## src/rtl/regfile_scoreboard.sv

```systemverilog
// Parametrised register file with two combinational read ports, one write port,
// optional hardwired-zero r0, optional write-to-read bypass and a busy scoreboard.
module regfile_scoreboard #(
  parameter int DATA_W   = 16,
  parameter int ADDR_W   = 4,
  parameter int ZERO_REG = 0,
  parameter int BYPASS   = 1
) (
  input  logic              clk,
  input  logic              reset,
  input  logic [ADDR_W-1:0] a_reg,
  input  logic [ADDR_W-1:0] b_reg,
  output logic [DATA_W-1:0] a_out,
  output logic [DATA_W-1:0] b_out,
  output logic              a_busy,
  output logic              b_busy,
  input  logic              wr_en,
  input  logic [ADDR_W-1:0] wr_reg,
  input  logic [DATA_W-1:0] wr_data,
  input  logic              rsv_en,
  input  logic [ADDR_W-1:0] rsv_reg,
  output logic              rsv_ok,
  output logic [ADDR_W:0]   busy_count
);

  localparam int            N       = 1 << ADDR_W;
  localparam logic [ADDR_W:0] CNT_ONE = (ADDR_W + 1)'(1);

  logic [DATA_W-1:0] r_mem [N];
  logic [N-1:0]      r_busy;
  logic [ADDR_W:0]   r_busy_count;

  logic w_wr_act;
  logic w_rsv_ok;
  logic w_cnt_inc;
  logic w_cnt_dec;

  assign w_wr_act = wr_en && !(ZERO_REG != 0 && wr_reg == '0);
  assign w_rsv_ok = rsv_en && !(ZERO_REG != 0 && rsv_reg == '0) &&
                    (!r_busy[rsv_reg] || (wr_en && wr_reg == rsv_reg));

  // A same-cycle re-reservation keeps the bit set, so it must not count as a release.
  assign w_cnt_inc = w_rsv_ok && !r_busy[rsv_reg];
  assign w_cnt_dec = w_wr_act && r_busy[wr_reg] && !(w_rsv_ok && rsv_reg == wr_reg);

  // NOTE: every default is assigned before the conditional overrides, so no latch is inferred.
  always_comb begin
    a_out = r_mem[a_reg];
    b_out = r_mem[b_reg];
    if (BYPASS != 0 && wr_en && wr_reg == a_reg) a_out = wr_data;
    if (BYPASS != 0 && wr_en && wr_reg == b_reg) b_out = wr_data;
    if (ZERO_REG != 0 && a_reg == '0) a_out = '0;
    if (ZERO_REG != 0 && b_reg == '0) b_out = '0;
  end

  // NOTE: every entry is cleared on reset, so the array maps to flops rather than a RAM macro.
  always_ff @(posedge clk) begin
    if (reset) begin
      for (int i = 0; i < N; i++) r_mem[i] <= '0;
      r_busy       <= '0;
      r_busy_count <= '0;
    end else begin
      if (w_wr_act) begin
        r_mem[wr_reg]  <= wr_data;
        r_busy[wr_reg] <= 1'b0;
      end
      // NOTE: this later non-blocking assignment wins, so a new producer overrides a same-cycle writeback.
      if (w_rsv_ok) r_busy[rsv_reg] <= 1'b1;
      case ({w_cnt_inc, w_cnt_dec})
        2'b10:   r_busy_count <= r_busy_count + CNT_ONE;
        2'b01:   r_busy_count <= r_busy_count - CNT_ONE;
        default: r_busy_count <= r_busy_count;
      endcase
    end
  end

  assign a_busy     = r_busy[a_reg];
  assign b_busy     = r_busy[b_reg];
  assign rsv_ok     = w_rsv_ok;
  assign busy_count = r_busy_count;

endmodule

```

## config.mk

```make
export PLATFORM = sky130hd
export DESIGN_NAME = regfile_scoreboard
export DESIGN_NICKNAME = d
export VERILOG_FILES = /design/src/rtl/regfile_scoreboard.sv
export SDC_FILE = /design/constraint.sdc
export NUM_CORES = 1
export LEC_CHECK = 0
export ABC_CLOCK_PERIOD_IN_PS = 3000
export BUFFER_PORTS_ARGS = -buffer_cell sky130_fd_sc_hd__buf_2
export CAP_MARGIN = 20
export CORE_MARGIN = 3
export CORE_UTILIZATION = 40
export CTS_BUF_LIST = sky130_fd_sc_hd__clkbuf_8 sky130_fd_sc_hd__clkbuf_16
export CTS_CLUSTER_DIAMETER = 200
export DETAILED_ROUTE_END_ITERATION = 12
export GPL_TIMING_DRIVEN = 0
export SLEW_MARGIN = 20
export SYNTH_ARGS = -nofsm -noshare
export SYNTH_HDL_FRONTEND = slang
export SYNTH_SLANG_ARGS = --single-unit
```

## constraint.sdc

```tcl
create_clock -name clk -period 3 [get_ports clk]
set_input_delay 0.45 -clock clk [delete_from_list [all_inputs] [get_ports clk]]
set_output_delay 0.45 -clock clk [all_outputs]
set_load 0.05 [all_outputs]
```

; Word level (Yosys, flattened, before mapping)
; Memories as Yosys holds them, arrays and structs flattened.
; Index checks and enable logic that the tools add are counted.
[op_classes]
mul = 0
n_bitwise = 3
shifts = 0
addsub = 2
muxes = 26
n_eq_ne = 6
n_div = 0
order_cmp = 6
n_reduce_logical = 15
[op_table]
columns = cell, count
row1 = $mux 16, 6
row2 = $lt 4x5->1 const B, 4
row3 = $and 16x16->16, 1
row4 = $bmux 1 s4, 4
row5 = $eq 4x4->1, 4
row6 = $not 16->16, 1
row7 = $or 16x16->16, 1
row8 = $reduce_or 16->1, 1
row9 = $mux 1, 12
row10 = $logic_and 1x1->1, 10
row11 = $pmux 5 s2, 1
row12 = $demux 1 s4, 2
row13 = $ge 4x1->1 const B, 2
row14 = $add 5x1->5 const B, 1
row15 = $sub 5x1->5 const B, 1
row16 = $mux 4, 1
row17 = $eq 2x1->1 const B, 1
row18 = $eq 2x2->1 const B, 1
row19 = $logic_not 1->1, 2
row20 = $reduce_bool 2->1, 1
row21 = $logic_or 1x1->1, 1
[totals]
ff_bits = 21
memories = 1
ramBits = 256
latch_bits = 0
mem_bits_ro = 0
wordCells = 61
output_inout_bits = 40
[memory_table]
columns = memory, words, width, read_ports, rd_clocked_by_memory_dff, write_ports, line
row1 = r_mem, 16, 16, 2, 0, 16, 29  ; logic [DATA_W-1:0] r_mem [N];

; Longest topological paths before layout
[logic_depth]
word_depth = 10
ltp_mapped = 13
mapped_depth_nobuf = 11

; Worst setup path after synthesis
; Ideal clock, no wire load.
[synth_path]
path_kind = in2reg
startpoint = input wr_reg[0]
endpoint = register r_busy_count[4], in the netlist busy_count[4]
setup_time_ns = 0.070
arrival_time_ns = 3.211
path_stages = 11
path_slack_ns = -0.282
path_cell_list = buf_6 > mux4_1 > mux4_2 > and3_1 > ha_1 > fa_1 > a21o_1 > a21oi_1 > xor2_1 > or3_1 > a21oi_1
[synth_between]
elab_chain_cells = 9
elab_cells_between_ends = 16
cone_classes = eq/ne: 4 / mux: 3 / reduce/logical: 9
[synth_lines]
columns = element, line
row1 = "start, declared", 18  ; input logic [ADDR_W-1:0] wr_reg,
row2 = "parallel branches: the longest is 9 deep, another holds $pmux 5 s2", --
row3 = "end signal, assigned", 70  ; 2'b10: r_busy_count <= r_busy_count + CNT_ONE;
row4 = "end signal, assigned", 71  ; 2'b01: r_busy_count <= r_busy_count - CNT_ONE;
row5 = "end signal, assigned", 72  ; default: r_busy_count <= r_busy_count;
row6 = "end, declared", 31  ; logic [ADDR_W:0] r_busy_count;
; Several ways; the timed one is not identified. The select of a mux whose other input is x is not followed.
; A chain may end at the register's enable or synchronous reset.

; Worst setup path in the final report
[layout_path]
startpoint = input b_reg[3]
endpoint = output b_out[3]
[layout_between]
elab_chain_cells = 3
elab_cells_between_ends = 4
cone_classes = eq/ne: 1 / mux: 1 / reduce/logical: 1 / memory: 1
[layout_lines]
columns = element, line
row1 = "start, declared", 12  ; input logic [ADDR_W-1:0] b_reg,
row2 = "parallel branches: the longest is 2 deep, another holds $mem_v2 16x16", --
row3 = $mux 16 (*), 51  ; if (BYPASS != 0 && wr_en && wr_reg == b_reg) b_out = wr_data;
row4 = "end, declared", 14  ; output logic [DATA_W-1:0] b_out,
; Mark *: on every way between the ends.

==> reports/summary.txt <==
outcome - finished, violations left
failing checks - negative setup slack
Crit Path Class - in2out
GR Overflow Total - 0
vias in the first global route - 10,500
Critical Path Fanout Max - 10
net count after synthesis - 1,152
Slew Limit Fails - 0
fin crit period - 3050 ps
count of input and output buffers - 63
final setup vio count - 4
Yosys warnings - 0
RSZ-0062 raised after global routing - yes
cts bufs inserted - 30
area leader, netlist - edfxtp_1
post-route setup TNS - -137 ps
core area - 38,900 um2
Clk Latency, worst-skew pair - 560 ps
crit share post-route - 102%
H-tree depth - 1
FFs w/ async S/R, synth - 0%
hold_ws - 304 ps
Max IR drop VDD - 0.465 mV
global routing usage on met2 - 37.1%
Post-synth EDFFs - 256
area share of the largest cell type after synthesis - 48.4%
maximum operating frequency - 0.328 GHz
DRC Markers - 0
headroom to the max-slew limit - 15.3%
LEAKAGE - 6.44 nW
Seq/Total Area, Yosys - 51.0%
Main synth FF type - edfxtp_1
dpl ws - -581 ps
GRT Total Usage - 23.1%
synthesis-stage register bit count - 277
Final Hold Vio Count - 0
antenna violations before repair - 0
CTS tree - built
Initial Utilization - 40.8%
GP Congestion - 0.863
antenna viol nets, final - 0
via count - 10,300
Worst-path clk slew - 60 ps
largest net degree at the start of global routing - 18
Core Rows - 72
router iterations before antenna repair - 5
Overall Power - 10.0 mW
Initial DRC Count - 1,031
Clock Tree Buf Depth - 3
Chip Width - 205 um
nets - 1,247
met3 Use GR - 3.73%
FILL cells - 3,490
I/O pins - 76
startpoint types - input port
post-synthesis cell count - 1,111
worst endpoint required time - 2550 ps
Worst Max-Slew Pin Slew - 1270 ps
clock tree sinks - 277
endpoint class of the critical path - output port
routed length per instance - 27.5 um
share of cells above drive strength 1 - 31.5%
dominant cells by area after synthesis - edfxtp_1 (48%), mux4_2 (20%), and2_1 (10%)
Synth cell types - 47
clk root buf - clkbuf_16
post-CTS setup repair buffer count - 0
final worst setup slack - -46.2 ps
total of max-cap violations - 0
met1 usage - 32.3%
clk_skew - 6.96 ps
Die Ht - 205 um
Power Density - 546 nW/um2
worst min path class - in2reg
DRT Wirelength - 48,100 um
first-pass GRT wire length - 70,600 um
syn_area_per_cell - 14.3 um2
placed wire-length estimate - 34,300 um
Most Used Layer, Global Route - met2
Post-Syn Area - 15,900 um2
final core utilization - 47.2%
area grow syn2layout - 15.5%
total die area - 42,200 um2
via/cell ratio - 5.88
Critical Path AT - 2600 ps
==> cells in the final DEF (no fill, tap or decap), types with 20 or more instances in the layout <==
master / synthesis / layout
buf_2: 31 / 67
nor2_1: 58 / 58
nor2b_1: 37 / 37
and2_1: 263 / 263
mux4_2: 144 / 146
a2111oi_2: 2 / 20
mux2i_1: 38 / 38
clkbuf_16: 0 / 31
clkbuf_1: 49 / 44
a211oi_2: 4 / 23
edfxtp_1: 256 / 256
inv_1: 17 / 23
==> synth_stat cells, drive strengths merged (17+ instances only) <==
library cell  number
a2111oi           32
a211oi            32
and2             263
buf               56
clkbuf            49
dfxtp             21
edfxtp           256
inv               17
mux2i             38
mux4             147
nor2              58
nor2b             37
==> kinds of logic (layout without fill, tap and decap cells) <==
| logic type | count (synthesis) | count (layout) | synth area share, % |
|---|---|---|---|
| compound gates | 112 | 112 | 5.91 |
| fa+ha+maj | 5 | 5 | 0.441 |
| xor+xnor | 16 | 16 | 0.882 |
| buf+inv | 122 | 240 | 3.88 |
| flops | 277 | 277 | 51.0 |
| simple gates | 394 | 394 | 14.6 |
| mux | 185 | 185 | 23.3 |
| other cells | 0 | 1 | 0 |
==> flip-flops by register name, summed over array words and instances (netlist names) <==
name,cells
busy_count,5
r_busy,16
r_mem,256
==> stage by stage <==
step           std cells  area [um2]
2_1_floorplan       1111       15900
3_3_place_gp        1692       16900
3_5_place_dp        1692       16900
4_1_cts             1747       18100
5_1_grt             1747       18300
6_report            1748       18400
==> report_power, final <==
group | total [mW] | switching, mW | internal (mW)
combinational | 1.72 | 1.06 | 0.652
clock | 3.75 | 1.56 | 2.20
sequential | 4.56 | 0.110 | 4.45
==> worst max-delay path, stage by stage <==
cell and delay [ps]:
buf_2 160, clkbuf_1 950, a2111oi_4 240, a211oi_2 450, buf_2 340
==> final cells by class <==
class | instances | area [um2] | share of cell area (%)
diodes | 1 | 2.50 | 0.0136
clock buffers | 31 | 776 | 4.23
clock inverters | 24 | 209 | 1.14
inverters | 17 | 63.8 | 0.348
flip-flops and latches | 277 | 8120 | 44.3
plain buffers | 105 | 606 | 3.30
repair buffers | 63 | 374 | 2.04
well taps | 518 | 648 | 3.53
multi-input cells | 712 | 7550 | 41.1
==> path summary, 6_finish.rpt <==
check                   start            end  slack, ps  cells after the start
setup / recovery     b_reg[3]       b_out[3]        -50                      5
hold / removal    wr_data[12]   r_mem[4][12]        300                      2
setup reg to reg   r_busy[12]  busy_count[4]        -20                     10
hold reg to reg     r_busy[9]      r_busy[9]        500                      2
==> timing repair <==
item | 4_1_cts | 5_1_grt
gates cloned | 0 | 0
setup endpoints to repair | 31 | 28
resized for setup | 68 | 54
pin swaps | 3 | 9
hold buffers | 0 | 0
==> routing by layer <==
layer	vias to the layer above	routed length, um
met4	0	1570
met3	86	3230
li1	4467	-
met1	5372	20200
met5	-	0
met2	352	23100
Note: power is estimated with default switching activity, not from simulation.
